## src/rtl/hermes_switch_control.sv

```systemverilog
// Routing and arbitration controller for one 5-port mesh router.
// Picks header requests round-robin, XY-routes them and holds
// crossbar connections until the input signals its tail has left.
//
// Ports:
//   clock, reset  : clock, asynchronous active-low reset
//   req_i[5]      : input p has a header flit at its buffer head
//   header_i      : head flit per input, slice p = [p*FLIT_WIDTH +: FLIT_WIDTH]
//   release_i[5]  : pulse, input p has forwarded its packet tail
//   ack_h_o[5]    : pulse, header of input p accepted and routed
//   out_en_o[5]   : output o connected to an input
//   out_sel_o[15] : input index driving output o, slice [o*3 +: 3]
//   in_route_o[15]: output index held by input p, slice [p*3 +: 3]
//   busy_o        : arbitration FSM not idle
// Port order: EAST=0, WEST=1, NORTH=2, SOUTH=3, LOCAL=4.
module hermes_switch_control #(
   parameter int                    FLIT_WIDTH = 32,
   parameter logic [FLIT_WIDTH-1:0] ADDRESS    = '0
) (
   input  logic                    clock,
   input  logic                    reset,
   input  logic [4:0]              req_i,
   input  logic [5*FLIT_WIDTH-1:0] header_i,
   input  logic [4:0]              release_i,
   output logic [4:0]              ack_h_o,
   output logic [4:0]              out_en_o,
   output logic [14:0]             out_sel_o,
   output logic [14:0]             in_route_o,
   output logic                    busy_o
);

   localparam int HW = FLIT_WIDTH / 4;
   localparam int DW = FLIT_WIDTH / 2;

   typedef enum logic [1:0] {
      S_IDLE,
      S_ARB,
      S_ROUTE,
      S_GRANT
   } state_t;

   state_t          state;
   state_t          state_nx;
   logic [2:0]      rr_ptr;
   logic [2:0]      sel;
   logic [2:0]      target;
   logic [2:0]      pick;
   logic [2:0]      scan;
   logic [2:0]      route;
   logic            found;
   logic [DW-1:0]   hdr;
   logic [4:0]      linked;
   logic [7:0]      elig;
   logic [7:0]      en_ext;
   logic            dest_busy;
   logic [HW-1:0]   own_x;
   logic [HW-1:0]   own_y;
   logic [HW-1:0]   dst_x;
   logic [HW-1:0]   dst_y;
   logic            unused_hdr;

   // Only the destination half of each header is routed on.
   always_comb begin
      unused_hdr = 1'b0;
      for (int p = 0; p < 5; p++) begin
         unused_hdr = unused_hdr ^
            (^header_i[p*FLIT_WIDTH+DW +: FLIT_WIDTH-DW]);
      end
   end

   assign own_x  = ADDRESS[DW-1:HW];
   assign own_y  = ADDRESS[HW-1:0];
   assign dst_x  = hdr[DW-1:HW];
   assign dst_y  = hdr[HW-1:0];
   assign busy_o = (state != S_IDLE);

   // Inputs already holding a connection cannot request again.
   assign elig   = {3'b000, req_i & ~linked};
   assign en_ext = {3'b000, out_en_o};

   // Round-robin scan starting just after the last winner.
   always_comb begin
      pick  = rr_ptr;
      found = 1'b0;
      scan  = '0;
      for (int i = 1; i <= 5; i++) begin
         scan = 3'((32'(rr_ptr) + i) % 5);
         if (!found && elig[scan]) begin
            pick  = scan;
            found = 1'b1;
         end
      end
   end

   // XY routing: resolve X first, then Y, else deliver locally.
   always_comb begin
      route = 3'd4;
      if (dst_x > own_x) begin
         route = 3'd0;
      end else if (dst_x < own_x) begin
         route = 3'd1;
      end else if (dst_y > own_y) begin
         route = 3'd2;
      end else if (dst_y < own_y) begin
         route = 3'd3;
      end
   end

   assign dest_busy = en_ext[route];

   always_ff @(posedge clock or negedge reset) begin
      if (!reset) begin
         state <= S_IDLE;
      end else begin
         state <= state_nx;
      end
   end

   always_comb begin
      state_nx = state;
      unique case (state)
         S_IDLE: begin
            if (|elig) state_nx = S_ARB;
         end
         S_ARB: begin
            state_nx = found ? S_ROUTE : S_IDLE;
         end
         S_ROUTE: begin
            // A busy target is dropped; rr_ptr has moved on already.
            state_nx = dest_busy ? S_IDLE : S_GRANT;
         end
         S_GRANT: begin
            state_nx = S_IDLE;
         end
         default: state_nx = S_IDLE;
      endcase
   end

   always_ff @(posedge clock or negedge reset) begin
      if (!reset) begin
         rr_ptr     <= 3'd4;
         sel        <= '0;
         target     <= '0;
         hdr        <= '0;
         linked     <= '0;
         ack_h_o    <= '0;
         out_en_o   <= '0;
         out_sel_o  <= '0;
         in_route_o <= '0;
      end else begin
         ack_h_o <= '0;

         // Tail releases run independently of the FSM.
         for (int p = 0; p < 5; p++) begin
            if (release_i[p] && linked[p]) begin
               linked[p] <= 1'b0;
               for (int o = 0; o < 5; o++) begin
                  if (in_route_o[p*3 +: 3] == 3'(o)) begin
                     out_en_o[o] <= 1'b0;
                  end
               end
            end
         end

         unique case (state)
            S_ARB: begin
               if (found) begin
                  rr_ptr <= pick;
                  sel    <= pick;
                  for (int p = 0; p < 5; p++) begin
                     if (pick == 3'(p)) begin
                        hdr <= header_i[p*FLIT_WIDTH +: DW];
                     end
                  end
               end
            end
            S_ROUTE: begin
               target <= route;
            end
            S_GRANT: begin
               // Target was free in ROUTE and releases only free
               // outputs, so no other input can own it here.
               for (int o = 0; o < 5; o++) begin
                  if (target == 3'(o)) begin
                     out_en_o[o]         <= 1'b1;
                     out_sel_o[o*3 +: 3] <= sel;
                  end
               end
               for (int p = 0; p < 5; p++) begin
                  if (sel == 3'(p)) begin
                     in_route_o[p*3 +: 3] <= target;
                     linked[p]            <= 1'b1;
                     ack_h_o[p]           <= 1'b1;
                  end
               end
            end
            default: begin
            end
         endcase
      end
   end

endmodule
```

## config.mk

```make
export PLATFORM = sky130hd
export DESIGN_NAME = hermes_switch_control
export DESIGN_NICKNAME = d
export VERILOG_FILES = /design/src/rtl/hermes_switch_control.sv
export SDC_FILE = /design/constraint.sdc
export NUM_CORES = 1
export LEC_CHECK = 0
export BUFFER_PORTS_ARGS = -buffer_cell sky130_fd_sc_hd__buf_2
export CELL_PAD_IN_SITES_DETAIL_PLACEMENT = 2
export CELL_PAD_IN_SITES_GLOBAL_PLACEMENT = 2
export CORE_ASPECT_RATIO = 2
export CORE_MARGIN = 2
export CORE_UTILIZATION = 25
export CTS_CLUSTER_DIAMETER = 40
export DETAILED_ROUTE_END_ITERATION = 16
export HOLD_SLACK_MARGIN = 0.06
export PLACE_DENSITY = 0.86
export SLEW_MARGIN = 15
export SYNTH_ARGS = -nofsm -noshare
export SYNTH_HDL_FRONTEND = slang
export SYNTH_SLANG_ARGS = --single-unit
```

## constraint.sdc

```tcl
create_clock -name clock -period 5.2 [get_ports clock]
set_input_delay 1.04 -clock clock [delete_from_list [all_inputs] [get_ports clock]]
set_output_delay 1.04 -clock clock [all_outputs]
set_load 0.02 [all_outputs]
```

==> impl_metrics.csv <==
group,metric,value,unit
clock_tree,cts.htree.levels,2,
cells_and_area,seqCellArea,1408,um2
timing,period_needed,5.009,ns
logic_synthesis,synth_top_area_cell,"sky130_fd_sc_hd__dfrtp_1",
critical_path,worst-endpoint-required,5.39,ns
global_route,grt_start_max_net_pins,57,
timing,fmax,199.6,MHz
flow_run,max-cap-violations,0,
clock_tree,clock_tree.buffer_depth,2,
floorplan,initial_utilization,25.32,%
global_route,first_global_vias,5975,
floorplan,chipHeight,203.9,um
clock_tree,clock_latency_of_the_later_clocked_register_in_the_worst_skew_pair,0.31,ns
critical_path,critPathLaunchType,"flip-flop",
logic_synthesis,synth_commonest_cells,"sky130_fd_sc_hd__nand2_1, sky130_fd_sc_hd__dfrtp_1, sky130_fd_sc_hd__o21ai_0",
cells_and_area,antennaDiodeCount,0,
detailed_routing,detail_route.first_pass.iterations,4,
critical_path,path_max_fanout,18,
status,run_status,"complete, no violations",
logic_synthesis,synth_ff_type,"sky130_fd_sc_hd__dfrtp_1",
logic_synthesis,synth_top_area_share,27.56,%
clock_tree,clk_root_buffer_cell,"sky130_fd_sc_hd__clkbuf_16",
detailed_routing,drc,0,
timing,clock_skew,0.009091,ns
logic_synthesis,synth.yosys.warnings,0,
floorplan,num_io_pins,213,
detailed_routing,drt_iter0_markers,233,
critical_path,critical_path_arrival,5.20,ns
detailed_routing,wl_per_cell,22.43,um
cells_and_area,area_of_the_multi_input_gates,3386,um2
floorplan,die_width,103.9,um
timing,finalMaxSlewViolations,0,
critical_path,timing.critical_path.to_type,"flip-flop",
placement,routabilityCongestion,0.8867,
logic_synthesis,synth_area_per_cell,8.903,um2
cells_and_area,post_route_cells_drive_above_1_share,35.80,%
floorplan,core-area,19730,um2
cells_and_area,num-nets-final,883,
floorplan,rows,73,
logic_synthesis,synthMostInstantiatedCell,"sky130_fd_sc_hd__nand2_1",
logic_synthesis,synth.yosys.seq_area_share,28.08,%
hold_path,hold_path.class,"reg2reg",
global_route,gr_util_all_layers,19.40,%
global_route,grt_overflow_total,0,
detailed_routing,ant_nets,0,
logic_synthesis,synth-edff-count,0,
logic_synthesis,syn_area,4995,um2
logic_synthesis,async_flop_share,100.0,%
logic_synthesis,synthDistinctLibCells,87,
cells_and_area,fin_util,31.30,%
timing,timing.final.hold_violations,0,
clock_tree,clock-sinks,56,
global_route,wire_length_of_the_first_global_routing_pass,32460,um
timing,report.final.setup_viol,0,
clock_tree,clk_pin_slew_worst_paths,0.08,ns
global_route,grt_antenna_before_repair,0,
clock_tree,cts_made_buffers,5,
timing,max-slew-margin-rel,24.57,%
cells_and_area,area_growth_from_synthesis_to_final_layout,23.65,%
logic_synthesis,synthesis.instances,561,
cells_and_area,fillerInstances,2306,
timing,tightest_slew,1.123,ns
logic_synthesis,synth_area_leaders,"sky130_fd_sc_hd__dfrtp_1, sky130_fd_sc_hd__ha_1, sky130_fd_sc_hd__mux2i_1",
clock_tree,clock_tree_from_tritoncts,"yes",
placement,place_hpwl,16120,um
placement,port-buffer-count,119,
floorplan,fp.dieArea,21190,um2
detailed_routing,route.detailed.vias_per_inst,5.414,
logic_synthesis,synth_seq_cells,56,
detailed_routing,vias,5154,
critical_path,worstSetupPathType,"reg2reg",
detailed_routing,wl,21360,um
timing,finalCritPeriodShare,96.33,%
==> critical path: stages, from the launching register on <==
cell and delay, ns:
sky130_fd_sc_hd__dfrtp_2 0.48, sky130_fd_sc_hd__ha_1 0.27, sky130_fd_sc_hd__xnor2_2 0.21, sky130_fd_sc_hd__inv_2 0.09, sky130_fd_sc_hd__ha_1 0.25, sky130_fd_sc_hd__nor2_2 0.14
sky130_fd_sc_hd__a21o_2 0.19, sky130_fd_sc_hd__xnor2_2 0.08, sky130_fd_sc_hd__buf_4 0.17, sky130_fd_sc_hd__ha_1 0.34, sky130_fd_sc_hd__mux4_2 0.32, sky130_fd_sc_hd__o22a_1 0.23
sky130_fd_sc_hd__o32a_1 0.42, sky130_fd_sc_hd__nor2b_2 0.27, sky130_fd_sc_hd__o21ai_0 0.17, sky130_fd_sc_hd__a32oi_2 0.41, sky130_fd_sc_hd__nand2_2 0.32, sky130_fd_sc_hd__o21ai_0 0.42
sky130_fd_sc_hd__a21oi_2 0.10
==> stage by stage <==
| stage | std cells | setup slack (ns) | setup TNS, ns | area [um2] | hold slack (ns) |
|---|---|---|---|---|---|
| floorplan | 573 | 0.06273 | 0 | 5045 | 0.5233 |
| global placement | 940 | 0.01736 | 0 | 5921 | 0.4707 |
| detailed placement | 940 | -0.2011 | -2.265 | 5921 | 0.4754 |
| CTS | 949 | -0.009300 | -0.009300 | 6097 | 0.5040 |
| global route | 952 | -0.05870 | -0.1716 | 6176 | 0.5372 |
| finish | 952 | 0.1906 | 0 | 6176 | 0.4920 |
==> state kept, by name, indices dropped and copies added, names as in the netlist <==
register and count:
hdr 16, in_route_o 10, out_sel_o 9, ack_h_o 5, linked 5, out_en_o 3
rr_ptr 3, state 2, target 2, sel 1
==> what timing repair did <==
action,in CTS,in global routing
resized for setup,4,12
endpoints found under the setup margin,16,18
endpoints found under the hold margin,0,0
setup buffers,1,3
gates cloned,0,0
pin swaps,1,5
hold buffers,0,0
==> cells by family after synthesis <==
logic type / Yosys count / synth area share [%]
fa+ha+maj: 22 / 5.511
buf+inv: 60 / 6.337
compound gates: 189 / 29.88
mux: 43 / 9.594
flops: 56 / 28.08
other cells: 1 / 0.07508
xor+xnor: 10 / 2.355
simple gates: 180 / 18.16
==> layout make-up <==
cell class / instances / share of cell area [%]
Multi-Input combinational cell: 457 / 54.82
Sequential cell: 56 / 22.79
Timing Repair Buffer: 146 / 13.19
Tap cell: 262 / 5.308
Clock buffer: 5 / 2.026
Inverter: 23 / 1.438
Clock inverter: 3 / 0.4254
==> layout by cell type, fill, tap and decap left out, types with 4 or more instances in the layout <==
cell	count
sky130_fd_sc_hd__nor2_1	40
sky130_fd_sc_hd__mux2i_1	24
sky130_fd_sc_hd__dfrtp_1	54
sky130_fd_sc_hd__a22oi_1	5
sky130_fd_sc_hd__nand4_1	6
sky130_fd_sc_hd__a2bb2oi_2	11
sky130_fd_sc_hd__nand2b_1	11
sky130_fd_sc_hd__inv_2	5
sky130_fd_sc_hd__o21ai_1	4
sky130_fd_sc_hd__a2bb2oi_1	7
sky130_fd_sc_hd__o22ai_2	10
sky130_fd_sc_hd__o22ai_1	9
sky130_fd_sc_hd__buf_2	119
sky130_fd_sc_hd__o21ai_0	42
sky130_fd_sc_hd__ha_1	21
sky130_fd_sc_hd__a31oi_1	4
sky130_fd_sc_hd__a32oi_1	5
sky130_fd_sc_hd__nor4_1	7
sky130_fd_sc_hd__a21oi_2	11
sky130_fd_sc_hd__xnor2_2	4
sky130_fd_sc_hd__mux2_2	15
sky130_fd_sc_hd__conb_1	13
sky130_fd_sc_hd__a21o_1	9
sky130_fd_sc_hd__nand3_1	9
sky130_fd_sc_hd__nor3_1	12
sky130_fd_sc_hd__inv_1	17
sky130_fd_sc_hd__nor2b_1	7
sky130_fd_sc_hd__a21oi_1	20
sky130_fd_sc_hd__a211oi_1	4
sky130_fd_sc_hd__buf_4	25
sky130_fd_sc_hd__clkbuf_16	5
sky130_fd_sc_hd__or3_1	4
sky130_fd_sc_hd__o211ai_1	8
sky130_fd_sc_hd__xnor2_1	5
sky130_fd_sc_hd__nand2_1	57
==> final timing paths <==
path / startpoint / endpoint / slack [ns] / depth (start not counted)
hold / removal: out_sel_o[12] / out_sel_o[12] / 0.49 / 2
setup reg to reg: rr_ptr[0] / hdr[13] / 0.19 / 18
max in group asynchronous: reset / rr_ptr[0] / 3.77 / 2
min in group asynchronous: reset / ack_h_o[4] / 0.87 / 2
hold reg to reg: out_sel_o[12] / out_sel_o[12] / 0.49 / 2
setup / recovery: rr_ptr[0] / hdr[13] / 0.19 / 18
==> layer usage <==
metal	track usage [%]	up-vias	wire length (um)	part of all wire (%)
li1	-	2319	-	-
met1	17.86	2584	6993	33
met2	38.77	178	12270	57
met3	1.722	73	617	2.9
met4	14.04	0	1480	6.9
met5	0	-	0	0
Power is left out: the tool's default activity adds up to more than one toggle a clock period on the data nets, which glitch-free logic cannot reach.
